$ cat src/rtl/sel_sort_engine.sv
// Selection-sort engine: sorts N words in place in an external single-port sync RAM.
// Latency: per row 2 + 2*(N-1-i) + (swap ? 2 : 0) + 1 cycles; 2 cycles start-to-done for N<=1.
// Backpressure: none; i_start is honoured only in IDLE, and o_busy marks a run in flight.
module sel_sort_engine #(
    parameter int SIZE_ADDR = 8,
    parameter int SIZE_DATA = 8
) (
    input  logic                 i_clk,
    input  logic                 i_rst_n,
    input  logic                 i_start,
    input  logic [SIZE_ADDR:0]   i_num_elems,
    input  logic                 i_descending,
    input  logic [SIZE_DATA-1:0] i_data_ram,
    output logic                 o_rd_en,
    output logic                 o_wr_en,
    output logic [SIZE_ADDR-1:0] o_addr_ram,
    output logic [SIZE_DATA-1:0] o_data_ram,
    output logic                 o_busy,
    output logic                 o_done,
    output logic [SIZE_ADDR:0]   o_swap_cnt
);

    typedef enum logic [3:0] {
        S_IDLE, S_RD_I, S_CAP_I, S_RD_J, S_CMP_J, S_WR_I, S_WR_M, S_NEXT_I, S_DONE
    } state_t;

    localparam logic [SIZE_ADDR:0] ONE = 1;
    localparam logic [SIZE_ADDR:0] TWO = 2;

    state_t               r_state;
    logic [SIZE_ADDR:0]   r_n;
    logic                 r_desc;
    logic [SIZE_ADDR:0]   r_i;
    logic [SIZE_ADDR:0]   r_j;
    logic [SIZE_ADDR:0]   r_min_addr;
    logic [SIZE_DATA-1:0] r_key;
    logic [SIZE_DATA-1:0] r_min_val;

    logic                 w_better;
    logic [SIZE_DATA-1:0] w_min_val_nx;
    logic [SIZE_ADDR:0]   w_min_addr_nx;
    logic [SIZE_ADDR:0]   w_i_inc;
    logic [SIZE_ADDR:0]   w_j_inc;
    logic                 w_last_j;
    logic                 w_last_i;

    // Strict comparison keeps the first occurrence of a tied extreme as the row minimum.
    always_comb begin
        w_better      = r_desc ? (i_data_ram > r_min_val) : (i_data_ram < r_min_val);
        w_min_val_nx  = w_better ? i_data_ram : r_min_val;
        w_min_addr_nx = w_better ? r_j : r_min_addr;
        w_i_inc       = r_i + ONE;
        w_j_inc       = r_j + ONE;
        w_last_j      = (r_j == r_n - ONE);
        w_last_i      = (r_i == r_n - TWO);
    end

    // FSM with registered RAM strobes: each strobe is loaded on the edge that enters the
    // state performing the access, so read data lands exactly in the following state.
    always_ff @(posedge i_clk or negedge i_rst_n) begin
        if (!i_rst_n) begin
            r_state    <= S_IDLE;
            r_n        <= '0;
            r_desc     <= 1'b0;
            r_i        <= '0;
            r_j        <= '0;
            r_min_addr <= '0;
            r_key      <= '0;
            r_min_val  <= '0;
            o_rd_en    <= 1'b0;
            o_wr_en    <= 1'b0;
            o_addr_ram <= '0;
            o_data_ram <= '0;
            o_busy     <= 1'b0;
            o_done     <= 1'b0;
            o_swap_cnt <= '0;
        end else begin
            o_rd_en <= 1'b0;
            o_wr_en <= 1'b0;
            o_done  <= 1'b0;
            case (r_state)
                S_IDLE: begin
                    if (i_start) begin
                        r_n        <= i_num_elems;
                        r_desc     <= i_descending;
                        o_swap_cnt <= '0;
                        r_i        <= '0;
                        o_busy     <= 1'b1;
                        if (i_num_elems <= ONE) begin
                            r_state <= S_DONE;
                        end else begin
                            r_state    <= S_RD_I;
                            o_rd_en    <= 1'b1;
                            o_addr_ram <= '0;
                        end
                    end
                end
                S_RD_I: begin
                    r_j        <= w_i_inc;
                    r_min_addr <= r_i;
                    r_state    <= S_CAP_I;
                end
                S_CAP_I: begin
                    r_key      <= i_data_ram;
                    r_min_val  <= i_data_ram;
                    r_state    <= S_RD_J;
                    o_rd_en    <= 1'b1;
                    o_addr_ram <= r_j[SIZE_ADDR-1:0];
                end
                S_RD_J: begin
                    r_state <= S_CMP_J;
                end
                S_CMP_J: begin
                    r_min_val  <= w_min_val_nx;
                    r_min_addr <= w_min_addr_nx;
                    if (w_last_j) begin
                        if (w_min_addr_nx != r_i) begin
                            r_state    <= S_WR_I;
                            o_wr_en    <= 1'b1;
                            o_addr_ram <= r_i[SIZE_ADDR-1:0];
                            o_data_ram <= w_min_val_nx;
                        end else begin
                            r_state <= S_NEXT_I;
                        end
                    end else begin
                        r_j        <= w_j_inc;
                        r_state    <= S_RD_J;
                        o_rd_en    <= 1'b1;
                        o_addr_ram <= w_j_inc[SIZE_ADDR-1:0];
                    end
                end
                S_WR_I: begin
                    r_state    <= S_WR_M;
                    o_wr_en    <= 1'b1;
                    o_addr_ram <= r_min_addr[SIZE_ADDR-1:0];
                    o_data_ram <= r_key;
                end
                S_WR_M: begin
                    o_swap_cnt <= o_swap_cnt + ONE;
                    r_state    <= S_NEXT_I;
                end
                S_NEXT_I: begin
                    if (w_last_i) begin
                        r_state <= S_DONE;
                    end else begin
                        r_i        <= w_i_inc;
                        r_state    <= S_RD_I;
                        o_rd_en    <= 1'b1;
                        o_addr_ram <= w_i_inc[SIZE_ADDR-1:0];
                    end
                end
                S_DONE: begin
                    o_done  <= 1'b1;
                    o_busy  <= 1'b0;
                    r_state <= S_IDLE;
                end
                default: r_state <= S_IDLE;
            endcase
        end
    end

endmodule

$ cat config.mk
export PLATFORM = sky130hd
export DESIGN_NAME = sel_sort_engine
export DESIGN_NICKNAME = d
export VERILOG_FILES = /design/src/rtl/sel_sort_engine.sv
export SDC_FILE = /design/constraint.sdc
export NUM_CORES = 1
export LEC_CHECK = 0
export ABC_AREA = 1
export ABC_CLOCK_PERIOD_IN_PS = 2930
export CORE_MARGIN = 2
export CORE_UTILIZATION = 35
export CTS_CLUSTER_DIAMETER = 60
export CTS_CLUSTER_SIZE = 20
export DETAILED_ROUTE_END_ITERATION = 12
export HOLD_SLACK_MARGIN = 0.1
export PLACE_DENSITY = 0.62
export SETUP_SLACK_MARGIN = 0.3
export SLEW_MARGIN = 20
export SYNTH_ARGS = -nofsm -noshare
export SYNTH_HDL_FRONTEND = slang
export SYNTH_SLANG_ARGS = --single-unit
$ cat constraint.sdc
create_clock -name i_clk -period 2.93 [get_ports i_clk]
set_clock_uncertainty 0.1 [all_clocks]
set_input_delay 0.879 -clock i_clk [delete_from_list [all_inputs] [get_ports i_clk]]
set_output_delay 0.879 -clock i_clk [all_outputs]
set_load 0.005 [all_outputs]
==> results of run 1 <==
[logic make-up after synthesis]
kind of cell,count (synthesis),synth area share (%)
AND/OR/NAND/NOR,354,28.4
AO/OA/AOI/OAI,126,14.6
buffers and inverters,115,8.36
flip-flops,86,39.8
XOR/XNOR,29,4.70
adder cells (fa/ha/maj),14,3.24
multiplexers,4,0.834
[through the flow]
stage                     cell area (µm²)  util [%]  TNS (ns)  std cells
after floorplan                      5540         -         0        728
after global routing                 7490      49.4    -0.302       1028
after detailed placement             6450      42.6    -14.65        980
final                                7490      49.4         0       1028
after global placement               6450      42.6    -13.94        980
after CTS                            7190      47.5         0       1020
[per-layer routing]
| metal | up-vias | part of all wire [%] | wire, µm |
|---|---|---|---|
| met4 | 0 | 4.8 | 799 |
| met1 | 2519 | 43 | 7180 |
| met5 | - | 0 | 0 |
| li1 | 2614 | - | - |
| met2 | 203 | 46 | 7630 |
| met3 | 60 | 6.8 | 1130 |
[final cells by class]
| type | count | area (µm²) |
|---|---|---|
| clock inverters | 7 | 72.6 |
| well taps | 188 | 235 |
| inverters | 92 | 350 |
| repair buffers | 116 | 1090 |
| clock buffers | 9 | 225 |
| flip-flops and latches | 86 | 2150 |
| multi-input cells | 530 | 3360 |
| fillers | 1425 | 7660 |
[sequential cells by signal, summed over array words and instances, names as in the netlist, 4 cells and up]
name / flops
o_swap_cnt: 9
r_state: 4
o_data_ram: 8
o_addr_ram: 8
r_j: 9
r_i: 9
r_n: 9
r_key: 8
r_min_val: 8
r_min_addr: 9
[path summary, 6_finish.rpt]
check,end,slack (ns),cells past startpoint
setup / recovery,o_data_ram[1],0.06,20
min in group i_clk,o_swap_cnt[8],0.38,1
hold / removal,r_n[0],0.36,1
max in group asynchronous,r_j[3],1.72,2
hold reg to reg,o_swap_cnt[8],0.38,1
setup reg to reg,o_data_ram[1],0.23,20
[worst register-to-register path: stages, from the launching register on]
cell and delay [ns]:
dfrtp_1 0.35, inv_1 0.08, ha_4 0.29, nand2_4 0.05
nor2_4 0.11, buf_4 0.12, nand2_4 0.06, nand2_4 0.09
nand2_8 0.09, buf_12 0.16, buf_6 0.13, nand3_2 0.07
nand3_2 0.07, nand2_2 0.08, nand3_2 0.09, nor2_4 0.16
nand2_2 0.08, nand2_4 0.13, buf_12 0.15, nand3_2 0.07
nand2_1 0.08
[timing repair]
item,CTS,global route
setup endpoints to repair,47,39
pin swaps,36,48
hold buffers,0,0
gates cloned,4,0
buffers inserted,20,8
resized for setup,97,62
[power groups by stage]
| stage | Sequential (mW) | Combinational, mW | Clock [mW] |
|---|---|---|---|
| 2_1_floorplan | 1.79 | 2.14 | 0 |
| 3_3_place_gp | 1.85 | 3.13 | 0 |
| 3_5_place_dp | 1.84 | 3.15 | 0 |
| 4_1_cts | 1.84 | 3.89 | 1.21 |
| 5_1_grt | 1.90 | 4.81 | 1.26 |
| 6_report | 1.85 | 4.41 | 1.18 |
[Yosys cell counts (4+ instances only)]
master / instances
a22oi_1: 4
o21ai_2: 8
mux2_2: 4
inv_1: 87
ha_1: 14
nand2_2: 4
buf_2: 6
a21oi_1: 28
xnor2_1: 9
o221ai_1: 17
o21ai_0: 51
nand2_1: 195
nor2_1: 58
dfrtp_1: 86
nor2_2: 4
nor3_1: 5
nand4_1: 8
nand3_1: 70
xor2_1: 20
clkbuf_1: 13
==> impl_metrics.yaml, run 1 <==
status:
  outcome: "finished clean"
sta:
  period_minus_slack_ns: 2.87
  worstMarginPinSlew_ns: 0.510
  postLayoutSetupSlackWorst_ns: 0.0627
  rsz0062_at_grt: "true"
  fmax_ghz: 0.349
  fin_hold_ws_ns: 0.358
  setup_viol: 0
  min_period_over_period_pct: 97.9
  relSlewSlack_pct: 65.9
  slew_violations: 0
  hold_viol: 0
cts:
  cts.clk_slew.worst_paths_ns: 0.06
  numCtsBuffers: 9
  cts-htree-levels: 3
  clock_latency_ns: 0.36
  cts_root_buf: "clkbuf_16"
  cts_sinks: 86
  cts.path.max_buffers: 2
  cts_tree: "yes"
synthesis:
  synth_top_area_cell: "dfrtp_1"
  synth_edf_count: 0
  yosysUniqueCellTypes: 46
  async_reset_ff_share_pct: 100
  netlist_area_um2: 5400
  ys_warn_count: 0
  synth.area.top_cells: "dfrtp_1, nand2_1, nand3_1"
  synth_seq_cells: 86
  syn_avg_cell_area_um2: 7.42
  yosysTopAreaCellShare_pct: 39.8
  ys_seq_area_share_pct: 39.8
  syn_nets: 763
  syn_inst: 728
  synth_flop_cell: "dfrtp_1"
placement:
  dp.final_hpwl_um: 11300
  io_buffers: 49
  gp_congestion: 0.934
  post-place-ws_ns: -0.715
global_routing:
  overflow: 0
  met1_usage_pct: 27.1
  globalRouteMet2Util_pct: 32.6
  antenna_found_initial: 0
  grt_pass1_wl_um: 26700
  grt_pass1_vias: 5205
  use_met3_pct: 4.55
  grt_max_degree: 58
  grt_busiest_layer: "met2"
  grt_usage_pct: 21.0
min_path:
  hold_path.class: "in -> async"
route:
  wl_per_cell_um: 16.3
  vias: 5396
  dr.pass1.iters: 5
  ant_nets: 0
  drc: 0
  vias_per_cell: 5.25
  drt-total-wl_um: 16700
  drt-initial-drc-count: 346
critical_path:
  cp_num_buf_inv: 5
  cp_cell_sequence: "buf_2 -> ha_4 -> nand2_4 -> nor2_4 -> buf_4 -> nand2_4 -> nand2_4 -> nand2_8 -> buf_12 -> buf_6 -> nand3_2 -> nand3_2 -> nand2_2 -> nand3_2 -> nor2_4 -> nand2_2 -> nand2_4 -> buf_12 -> nand3_2 -> nand2_1"
  crit_path_start: "i_data_ram[6]"
  crit_fanout: 8
  critPathTopFamily: "simple AND/OR/NAND/NOR gates"
  start_kind: "input pin"
  worstPathRequired_ns: 3.12
  slowest_stage: "ha_4"
  critical_path.max_stage_delay_ns: 0.27
  crit_type: "in -> reg"
  cp-end-kind: "flip-flop"
  arrival_ns: 3.06
  r2r_start: "r_min_val[5]"
power_and_ir_drop:
  switching_power_mw: 3.30
  power.internal_mw: 4.15
  power_density_nw_per_um2: 995
  ir_drop_v: 0.000469
  clkPwrFrac_pct: 15.9
  p_total_mw: 7.45
  seq_power_share_pct: 24.9
  p_sw_share_pct: 44.3
  leakage_nw: 3.49
  comb_power_share_pct: 59.2
floorplan:
  die_area_um2: 16400
  die_x_um: 128
  die_y_um: 128
  io_pins: 50
  core_area_um2: 15100
  rows: 45
  initial_utilization_pct: 35.7
final_layout:
  n_antenna_cell: 0
  nNetsFinal: 870
  layout_common_cells: "nand2_1, dfrtp_1, inv_1"
  drive_above_1_share_pct: 25.6
  area_delta_synth_final_pct: 38.6
  final_common_cell: "nand2_1"
job:
  max_cap_viol_count: 0
Note: power is estimated with default switching activity, not from simulation.
==> inputs of run 2 (changes only) <==
==> constraint.sdc (replaced) <==
create_clock -name i_clk -period 2.93 [get_ports i_clk]
set_clock_uncertainty 0.1 [all_clocks]
set_input_delay 0.586 -clock i_clk [delete_from_list [all_inputs] [get_ports i_clk]]
set_output_delay 0.586 -clock i_clk [all_outputs]
set_load 0.005 [all_outputs]
==> impl_metrics.yaml, run 2 (synthesis gave the netlist of run 1 again) <==
status:
  outcome: "finished clean"
route:
  ant_nets: 0
  drc: 0
  vias: 5188
  dr.pass1.iters: 5
  drt-initial-drc-count: 370
  wl_per_cell_um: 15.6
  drt-total-wl_um: 15800
  vias_per_cell: 5.13
cts:
  cts_tree: "yes"
  clock_latency_ns: 0.36
  numCtsBuffers: 9
  cts-htree-levels: 3
  cts.path.max_buffers: 2
  cts_root_buf: "clkbuf_16"
  cts.clk_slew.worst_paths_ns: 0.07
  cts_sinks: 86
  ctsHoldBuffers: 0
final_layout:
  area_delta_synth_final_pct: 31.8
  n_antenna_cell: 0
  layout_common_cells: "nand2_1, dfrtp_1, inv_1"
  fin_area_um2: 7120
  utilization_pct: 47.0
  nNetsFinal: 854
  drive_above_1_share_pct: 20.5
  final_common_cell: "nand2_1"
power_and_ir_drop:
  leakage_nw: 3.36
  p_total_mw: 6.93
  ir_drop_v: 0.000573
  power_density_nw_per_um2: 974
sta:
  setup_viol: 0
  fmax_ghz: 0.369
  period_minus_slack_ns: 2.71
  min_period_over_period_pct: 92.4
  relSlewSlack_pct: 50.8
  rsz0062_at_grt: "true"
  worstMarginPinSlew_ns: 0.738
  hold_viol: 0
  fin_hold_ws_ns: 0.144
  fin_setup_tns_ns: 0
  slew_violations: 0
placement:
  dp.final_hpwl_um: 11100
  io_buffers: 49
  gp_congestion: 1.01
  placed_cell_area_um2: 6300
global_routing:
  met1_usage_pct: 25.3
  grt_pass1_wl_um: 25500
  globalRouteMet2Util_pct: 32.5
  grt_pass1_vias: 5066
  antenna_found_initial: 0
  grt_usage_pct: 19.9
  use_met3_pct: 4.47
  grt_max_degree: 47
  grt_busiest_layer: "met2"
  overflow: 0
floorplan:
  die_area_um2: 16400
  initial_utilization_pct: 35.7
  core_area_um2: 15100
  die_x_um: 128
  die_y_um: 128
  io_pins: 50
  rows: 45
critical_path:
  crit_type: "in -> reg"
  cp-end-kind: "flip-flop"
  arrival_ns: 2.86
  slowest_stage: "ha_4"
  start_kind: "input pin"
  cp_cell_sequence: "clkdlybuf4s15_1 -> ha_4 -> nand2_2 -> nor2_4 -> nand2_2 -> buf_12 -> nand3_4 -> nand2_4 -> buf_12 -> buf_16 -> nand2_4 -> nand3_2 -> nand2_2 -> nand3_2 -> nor2_4 -> nand2_2 -> nand2_4 -> nand2_4 -> nand2_1 -> nand2_1"
  crit_fanout: 6
  worstPathRequired_ns: 3.08
  critical_path.max_stage_delay_ns: 0.30
job:
  max_cap_viol_count: 0
min_path:
  hold_path.class: "in -> async"
run 2: changes by cell type in the layout (fill, tap and decap cells not counted), sizes merged:
cell,delta
dlygate4sd2,+1
inv,-1
clkdlybuf4s15,+4
clkbuf,+4
clkinvlp,-1
clkinv,+1
nand3,-1
nand2,-1
buf,-22
run 2: power by group:
group | internal, mW | switching, mW | total (mW)
registers | 1.55 | 0.300 | 1.85
clock network | 0.688 | 0.499 | 1.19
logic | 1.71 | 2.18 | 3.90
total | 3.95 | 2.98 | 6.93
run 2: repair_timing:
item,CTS,global route
endpoints found under the setup margin,27,38
gates resized for setup,54,46
buffers inserted,14,4
endpoints found under the hold margin,0,0
cloned,3,0
pin swaps,28,26
run 2: worst paths after layout:
kind | slack, ns | depth (start not counted) | from | end
max | 0.22 | 20 | i_data_ram[7] | o_data_ram[6]
min | 0.14 | 1 | i_rst_n | r_i[0]
max reg2reg | 0.26 | 20 | r_min_val[6] | o_data_ram[6]
min reg2reg | 0.38 | 2 | o_addr_ram[7] | o_addr_ram[7]
max in group asynchronous | 1.95 | 2 | i_rst_n | r_min_val[7]
min in group i_clk | 0.38 | 2 | o_addr_ram[7] | o_addr_ram[7]
run 2: metrics by stage:
stage / cells / setup slack (ns)
floorplan: 728 / 0.304
global placement: 975 / -0.343
detailed placement: 975 / -0.355
CTS: 1008 / 0.281
global route: 1012 / 0.0809
finish: 1012 / 0.222
run 2: cell type report:
| class | count | area [µm²] |
|---|---|---|
| Tap cell | 188 | 235 |
| Multi-Input combinational cell | 528 | 3100 |
| Sequential cell | 86 | 2150 |
| Clock buffer | 10 | 239 |
| Clock inverter | 6 | 68.8 |
| Timing Repair Buffer | 102 | 976 |
| Inverter | 92 | 348 |
| Fill cell | 1449 | 8020 |
run 2: per-layer routing:
metal  routed length, µm  vias up
met2                7300      163
met5                   0        -
met4                 514        0
met1                6930     2402
met3                1020       37
li1                    -     2586
run 2: critical path: cells and delay by family:
kind          cells  cell delay, ns
simple gates     15            1.32
buf+inv           4            0.64
fa+ha+maj         1            0.30
==> inputs of run 3 (changes only) <==
- CELL_PAD_IN_SITES_DETAIL_PLACEMENT: default -> 2
- CELL_PAD_IN_SITES_GLOBAL_PLACEMENT: default -> 2
- CORE_UTILIZATION: 35 -> 34
- PLACE_DENSITY: 0.62 -> 0.9
- RECOVER_POWER: default -> 100
==> impl_metrics.yaml, run 3 (synthesis gave the netlist of run 1 again) <==
status:
  outcome: "complete, but fails checks"
  failed_checks: "negative setup slack"
cts:
  clock_latency_ns: 0.39
  cts-htree-levels: 3
  numCtsBuffers: 9
  cts_tree: "yes"
  cts_root_buf: "clkbuf_16"
  cts.clk_slew.worst_paths_ns: 0.09
  cts.path.max_buffers: 2
  cts_sinks: 86
final_layout:
  nNetsFinal: 875
  regArea_um2: 2160
  utilization_pct: 48.6
  layout_common_cells: "nand2_1, dfrtp_1, inv_1"
  n_antenna_cell: 0
  drive_above_1_share_pct: 30.8
  area_delta_synth_final_pct: 41.4
  fillCellCount: 1684
  final_common_cell: "nand2_1"
  fin_area_um2: 7640
  fin_cells: 1061
  multi_input_area_um2: 3470
power_and_ir_drop:
  leakage_nw: 3.59
  power_density_nw_per_um2: 1150
  ir_drop_v: 0.000496
sta:
  setup_viol: 19
  relSlewSlack_pct: 25.6
  fin_setup_tns_ns: -2.81
  hold_viol: 0
  period_minus_slack_ns: 3.13
  fmax_ghz: 0.319
  postLayoutSetupSlackWorst_ns: -0.202
  rsz0062_at_grt: "true"
  slew_violations: 0
  min_period_over_period_pct: 107
  worstMarginPinSlew_ns: 1.11
critical_path:
  cpMostUsedCell: "nand2_2"
  start_kind: "flip-flop"
  worstPathRequired_ns: 3.14
  crit_type: "reg -> reg"
  r2r_slack_ns: -0.20
  arrival_ns: 3.35
  critPathTopFamily: "simple AND/OR/NAND/NOR gates"
  cp_cell_sequence: "inv_2 -> ha_4 -> nand2_2 -> nor2_4 -> nand4_1 -> nand2_2 -> nand2_4 -> buf_4 -> nand3_2 -> nand2_2 -> nand2_1 -> nand2_1 -> inv_2 -> nand2_4 -> nor2_4 -> nand2_2 -> nand2_4 -> buf_6 -> nand3_1 -> nand2_1"
  cp_num_buf_inv: 4
  slowest_stage: "dfrtp_1"
  cp-end-kind: "flip-flop"
  crit_fanout: 6
  critical_path.max_stage_delay_ns: 0.44
route:
  vias_per_cell: 6.18
  drt-total-wl_um: 34700
  drt-initial-drc-count: 580
  drc: 0
  dr.pass1.iters: 5
  met1_length_um: 13200
  wl_met3_um: 1800
  vias: 6554
  routed.top_layer: "met4"
  wl_per_cell_um: 32.7
  wl_met2_um: 17100
  ant_nets: 0
placement:
  placed_cell_area_um2: 6360
  gp_congestion: 0.939
  dp.final_hpwl_um: 16500
  dp.cells: 1007
  post-place-ws_ns: -0.606
  io_buffers: 49
floorplan:
  initial_utilization_pct: 34.4
  core_area_um2: 15700
  io_pins: 50
  die_area_um2: 16900
  die_x_um: 130
  die_y_um: 130
  rows: 46
global_routing:
  overflow: 0
  grt_max_degree: 58
  grt_pass1_vias: 7078
  antenna_found_initial: 0
  grt_usage_pct: 35.9
  grt_pass1_wl_um: 44300
job:
  max_cap_viol_count: 0
min_path:
  hold_path.class: "reg -> reg"
## run 3: cell count changes in the layout (fill, tap and decap cells not counted), sizes merged
cell	before	now
dlygate4sd3	0	30
buf	54	70
clkdlybuf4s50	40	11
clkdlybuf4s15	4	2
bufinv	1	0
clkinv	6	8
inv	90	89
dlygate4sd2	1	0
clkbuf	13	20
## run 3: per-stage QoR
| step | power, mW | hold slack [ns] |
|---|---|---|
| finish | 8.75 | 0.408 |
| CTS | 7.25 | 0.381 |
| detailed placement | 5.36 | 0.368 |
| global route | 8.95 | 0.424 |
| floorplan | 3.79 | 0.190 |
| global placement | 5.00 | 0.363 |
## run 3: worst register-to-register path, cell delays in order (launching register included)
cell and delay [ns]:
dfrtp_1 0.44, inv_2 0.08, ha_4 0.26, nand2_2 0.07
nor2_4 0.12, nand4_1 0.20, nand2_2 0.18, nand2_4 0.11
buf_4 0.20, nand3_2 0.10, nand2_2 0.10, nand2_1 0.09
nand2_1 0.10, inv_2 0.10, nand2_4 0.06, nor2_4 0.16
nand2_2 0.11, nand2_4 0.15, buf_6 0.15, nand3_1 0.10
nand2_1 0.08
## run 3: power by group
part / internal [mW] / leakage (nW) / switching (mW)
clock network: 0.598 / 0.138 / 0.618
registers: 1.55 / 1.10 / 0.475
logic: 2.00 / 2.35 / 3.51
## run 3: what timing repair did
item / CTS / global route
hold buffers: 1 / 0
pin swaps: 25 / 41
hold endpoints to repair: 15 / 0
setup buffers: 17 / 16
setup endpoints to repair: 42 / 41
resized for setup: 85 / 127
cloned: 3 / 1
## run 3: cell type report
class / instances / share of cell area [%]
Multi-Input combinational cell: 528 / 45.5
Clock buffer: 10 / 3.13
Clock inverter: 6 / 0.475
Inverter: 92 / 4.65
Sequential cell: 86 / 28.3
Tap cell: 216 / 3.54
Timing Repair Buffer: 123 / 14.5
## run 3: final timing paths
path,from,endpoint,cells after the start
hold reg to reg,o_swap_cnt[8],o_swap_cnt[8],1
setup / recovery,r_min_val[6],o_data_ram[3],20
hold / removal,o_swap_cnt[8],o_swap_cnt[8],1
min in group asynchronous,i_rst_n,r_state[1],2
max in group asynchronous,i_rst_n,o_data_ram[6],3
setup reg to reg,r_min_val[6],o_data_ram[3],20
## run 3: per-layer routing
layer  vias up  GRT usage [%]
met5         -              0
met4         0           23.0
met3       168           7.26
met2       375           63.1
met1      3393           39.5
li1       2618              -
==> patch 1, RTL diff (settings of run 2) <==
`SIZE_DATA`: 8 -> 16.
--- a/src/rtl/sel_sort_engine.sv
+++ b/src/rtl/sel_sort_engine.sv
@@ -3,7 +3,7 @@
 // Backpressure: none; i_start is honoured only in IDLE, and o_busy marks a run in flight.
 module sel_sort_engine #(
     parameter int SIZE_ADDR = 8,
-    parameter int SIZE_DATA = 8
+    parameter int SIZE_DATA = 16
 ) (
     input  logic                 i_clk,
     input  logic                 i_rst_n,
Interface: changed (resized i_data_ram and o_data_ram); port bits go from 50 to 66. The function was not compared with the original's and may differ.
==> patch 1 against run 2 <==
  * Fmax decreased by 3.7%
  * Worst hold slack improved by 0.23 ns
  * Total power increased by 40%
  * Highest routed layer unchanged
  * Wire length increased by 20%
  * Critical path depth decreased by 2
  * Sequential cell count increased by 24
  * Register-to-register slack got worse by 0.12 ns
  * Die area increased by 22%
  * Cell area increased by 27%
  * Synthesized area increased by 23%
  * Clock power increased by 8%
  * Largest cell class unchanged
  * Setup slack got worse by 0.10 ns
==> patch 1: results (changes against run 2) <==
Post-Synthesis Cells 871 (+20%); register area share after synthesis 41.5% (+1.7 points); Final Net Count 1,047 (+23%); Placement Cell Area 0.00801 mm^2 (+27%); Worst Reg-to-Reg Cells 20 (unchanged); first-pass GRT wire length 30,800 um (+21%); R2R Path Start r_min_val[9]$_DFFE_PN0P_; port bufs 65 (+33%); WHS 0.378 ns (+0.234 ns); maximum resistive drop on vdd 0.509 mV (-11%); Worst R2R Setup Slack 0.14 ns (-0.12 ns); number of global-route vias before repair 6,073 (+20%); hold crit path type register to register; reg2reg end o_data_ram[7]$_DFFE_PN0P_; post-synthesis mux area share 0.830% (-0.0037 points); GP Congestion 0.894 (-11%); Commonest cells post-synth 245 x nand2_1, 110 x dfrtp_1, 93 x inv_1; xor/xnor share of the synthesized area 4.09% (-0.61 points); Num CTS Buffers 9 (unchanged); Synth area leaders dfrtp_1 42%, nand2_1 14%, o21ai_0 5.3%; dpl ws -0.512 ns (-0.157 ns); Cell variety after synth 41 (-11%); drt total wl 18,900 um (+20%); total track usage 19.3% (-0.61 points); ratio of cells with drive above 1 in the final layout 24.7% (+4.2 points); via count 6,195 (+19%); status finished clean; post-synthesis compound-gate area fraction 14.9% (+0.28 points); H-tree Lvls 3 (unchanged); CP max stage delay 0.26 ns (-0.04 ns); Leak 4.12 nW (+23%); worst rel slew slack 62.1% (+11 points); Clock Tree Buf Depth 2 (unchanged); Worst Path Arrival 2.96 ns (+0.10 ns); largest net degree at the start of global routing 53 (+13%); Initial DRC Count 355 (-4.1%); crit path max fanout 9 (+3); Synthesized Nets 922 (+21%); adder-cell share of the synthesized area 4.15% (+0.91 points); Layout Cells excl Fill 1,235 (+22%); DP HPWL 13,400 um (+21%)
-- patch 1: worst max path at each step --
stage | start | to | slack (ns) | cells past startpoint
finish | i_data_ram[11] | o_data_ram[7]$_DFFE_PN0P_ | 0.12 | 18
global route | r_min_val[15]$_DFFE_PN0P_ | o_data_ram[13]$_DFFE_PN0P_ | -0.02 | 21
CTS | i_data_ram[4] | o_data_ram[7]$_DFFE_PN0P_ | 0.21 | 20
detailed placement | i_data_ram[11] | o_data_ram[7]$_DFFE_PN0P_ | -0.51 | 19
global placement | i_data_ram[15] | o_data_ram[6]$_DFFE_PN0P_ | -0.45 | 19
floorplan | i_data_ram[9] | o_data_ram[10]$_DFFE_PN0P_ | 0.27 | 21
-- patch 1: repair_timing --
| item | CTS | global route |
|---|---|---|
| hold buffers | 1 | 0 |
| endpoints found under the hold margin | 17 | 0 |
| setup buffers | 14 | 7 |
| setup endpoints to repair | 60 | 61 |
| pin swaps | 41 | 49 |
| gates resized for setup | 95 | 88 |
| cloned | 4 | 0 |
-- patch 1: cell type report --
cell class | instances | area (um^2)
inverters | 100 | 380
flip-flops and latches | 110 | 2750
fillers | 1792 | 9570
clock buffers | 10 | 239
multi-input cells | 631 | 4000
clock inverters | 6 | 68.8
well taps | 234 | 293
repair buffers | 144 | 1340
-- patch 1: metal layers --
layer	wire (um)	track usage [%]	vias up
met5	0	0	-
met4	369	5.37	0
met3	697	3.37	31
met2	9030	31.6	133
met1	8780	26.3	2891
li1	-	-	3140
-- patch 1: power breakdown --
group | internal, mW | switching, mW
combinational | 2.55 | 3.21
sequential | 2.13 | 0.567
clock | 0.692 | 0.591
==> patch 2, RTL diff (config.mk and constraints of run 2) <==
Without the edit above. Make the reset (`i_rst_n`) synchronous in one clocked block.
--- a/src/rtl/sel_sort_engine.sv
+++ b/src/rtl/sel_sort_engine.sv
@@ -57,7 +57,7 @@
 
     // FSM with registered RAM strobes: each strobe is loaded on the edge that enters the
     // state performing the access, so read data lands exactly in the following state.
-    always_ff @(posedge i_clk or negedge i_rst_n) begin
+    always_ff @(posedge i_clk) begin
         if (!i_rst_n) begin
             r_state    <= S_IDLE;
             r_n        <= '0;
Function: differs if i_rst_n is asserted again (counterexample within 4 cycles, from zero or initial values and one cycle with i_rst_n low); with i_rst_n held inactive, the same outputs for 10 cycles.
==> patch 2 against run 2 <==
  * Cell count up 4.6%
  * Global-route usage up 0.26 points
  * Wire length is 2.6% higher
  * Critical path type is now register to register
  * Count of clock-buffer cells in the layout shrank 1
  * Total power decreased by 15%
  * Sequential cell count unchanged
  * Setup slack improved by 0.022 ns
  * Largest power group unchanged
  * Sequential power shrank 6%
  * Fmax up 0.81%
  * Synthesized area fell by 0.12%
  * Cell area about the same
==> patch 2: results (changes against run 2) <==
status finished clean; maximum resistive drop on vdd 0.323 mV (-44%); crit path max fanout 7 (+1); initial antenna violation count 0 (unchanged); first-pass GRT wire length 25,900 um (+1.8%); ratio of cells with drive above 1 in the final layout 22.3% (+1.8 points); Final Net Count 901 (+5.5%); WL per Instance 15.3 um (-1.9%); via count 5,484 (+5.7%); Worst Path Arrival 2.83 ns (-0.03 ns); drt total wl 16,200 um (+2.6%); xor/xnor share of the synthesized area 5.52% (+0.82 points); Num CTS Buffers 9 (unchanged); Leak 2.90 nW (-14%); port bufs 49 (unchanged); CP max stage delay 0.33 ns (+0.03 ns); TritonRoute pass-1 iters 5 (unchanged); GP Congestion 0.932 (-7.5%); number of global-route vias before repair 5,121 (+1.1%); H-tree Lvls 3 (unchanged); worst skew pair latency 0.36 ns (about the same); dpl ws -0.383 ns (-0.0277 ns); worst rel slew slack 41.5% (-9.3 points); number of fillers in the final layout 1,475 (+1.8%); register area share after synthesis 31.9% (-7.9 points); Ys Warns 0 (unchanged); post-synthesis mux area share 0% (-0.83 points); Placement Cell Area 0.00625 mm^2 (-0.89%); top_reg_cell synth dfxtp_1; CTS clk-pin slew, worst paths ~0.06 ns; Synthesized Nets 822 (+7.7%); hold crit path type register to register; adder-cell share of the synthesized area 3.25% (+0.0038 points); Initial DRC Count 437 (+18%); Commonest cells post-synth 162 x nand2_1, 86 x dfxtp_1, 81 x inv_1; post-synthesis compound-gate area fraction 17.0% (+2.5 points); DP HPWL 11,200 um (+0.92%); CTS Root Cell clkbuf_16; Post-Syn Area per Cell 6.86 um^2 (-7.6%); placed cells 1,024 (+5.0%); Clock Tree Buf Depth 2 (unchanged); CP top delay family simple AND/OR/NAND/NOR gates; Cell variety after synth 45 (-2.2%); cell with the largest stage delay on the worst path dfxtp_2; ys async rst share 0% (-100 points); largest net degree at the start of global routing 43 (-8.5%); Residual DRC 0 (unchanged); Synth area leaders dfxtp_1 32%, nand2_1 11%, nand3_1 5.7%; total track usage 20.1% (+0.26 points); ANT cells 0 (unchanged)
## patch 2: final cells by class
cell class	count	area, um^2	area share, %
sequential	86	1730	24.3
timing repair buffer	100	953	13.4
clock buffer	9	225	3.17
multi-input combinational	581	3560	50.0
tap	188	235	3.31
clock inverter	7	73.8	1.04
inverter	88	343	4.82
## patch 2: worst min-delay path, stage by stage, from the launching register on
cell and delay [ns]:
dfxtp_1 0.31, nand2_1 0.06, a21oi_1 0.05
## patch 2: layer usage
metal / GRT usage [%] / share of wire (%) / wire, um
met5: 0 / 0 / 0
met4: 8.47 / 2.0 / 319
met3: 2.92 / 5.8 / 934
met2: 32.1 / 45 / 7310
met1: 27.3 / 47 / 7610
## patch 2: timing repair
item,in CTS,in global routing
hold endpoints to repair,0,0
setup buffers,12,1
gates resized for setup,67,55
endpoints found under the setup margin,28,42
hold buffers,0,0
pin swaps,26,30
cloned,6,0
## patch 2: path summary, 6_finish.rpt
path                             start                          to  slack (ns)  cells after the start
max          r_min_val[7]$_SDFFE_PN0P_  o_data_ram[0]$_SDFFE_PN0P_        0.24                     19
min              r_key[0]$_SDFFE_PN0P_       r_key[0]$_SDFFE_PN0P_        0.36                      2
max reg2reg  r_min_val[7]$_SDFFE_PN0P_  o_data_ram[0]$_SDFFE_PN0P_        0.24                     19
min reg2reg      r_key[0]$_SDFFE_PN0P_       r_key[0]$_SDFFE_PN0P_        0.36                      2
## patch 2: cells by family after synthesis
group | Yosys count
buffers and inverters | 124
AND/OR/NAND/NOR | 366
adder cells (fa/ha/maj) | 14
flip-flops | 86
XOR/XNOR | 34
AO/OA/AOI/OAI | 163
## patch 2: power breakdown
| group | leakage (nW) | total, mW | internal (mW) | switching (mW) |
|---|---|---|---|---|
| logic | 2.05 | 2.94 | 1.20 | 1.74 |
| clock network | 0.146 | 1.19 | 0.664 | 0.525 |
| registers | 0.704 | 1.74 | 1.42 | 0.321 |
| total | 2.90 | 5.87 | 3.28 | 2.59 |
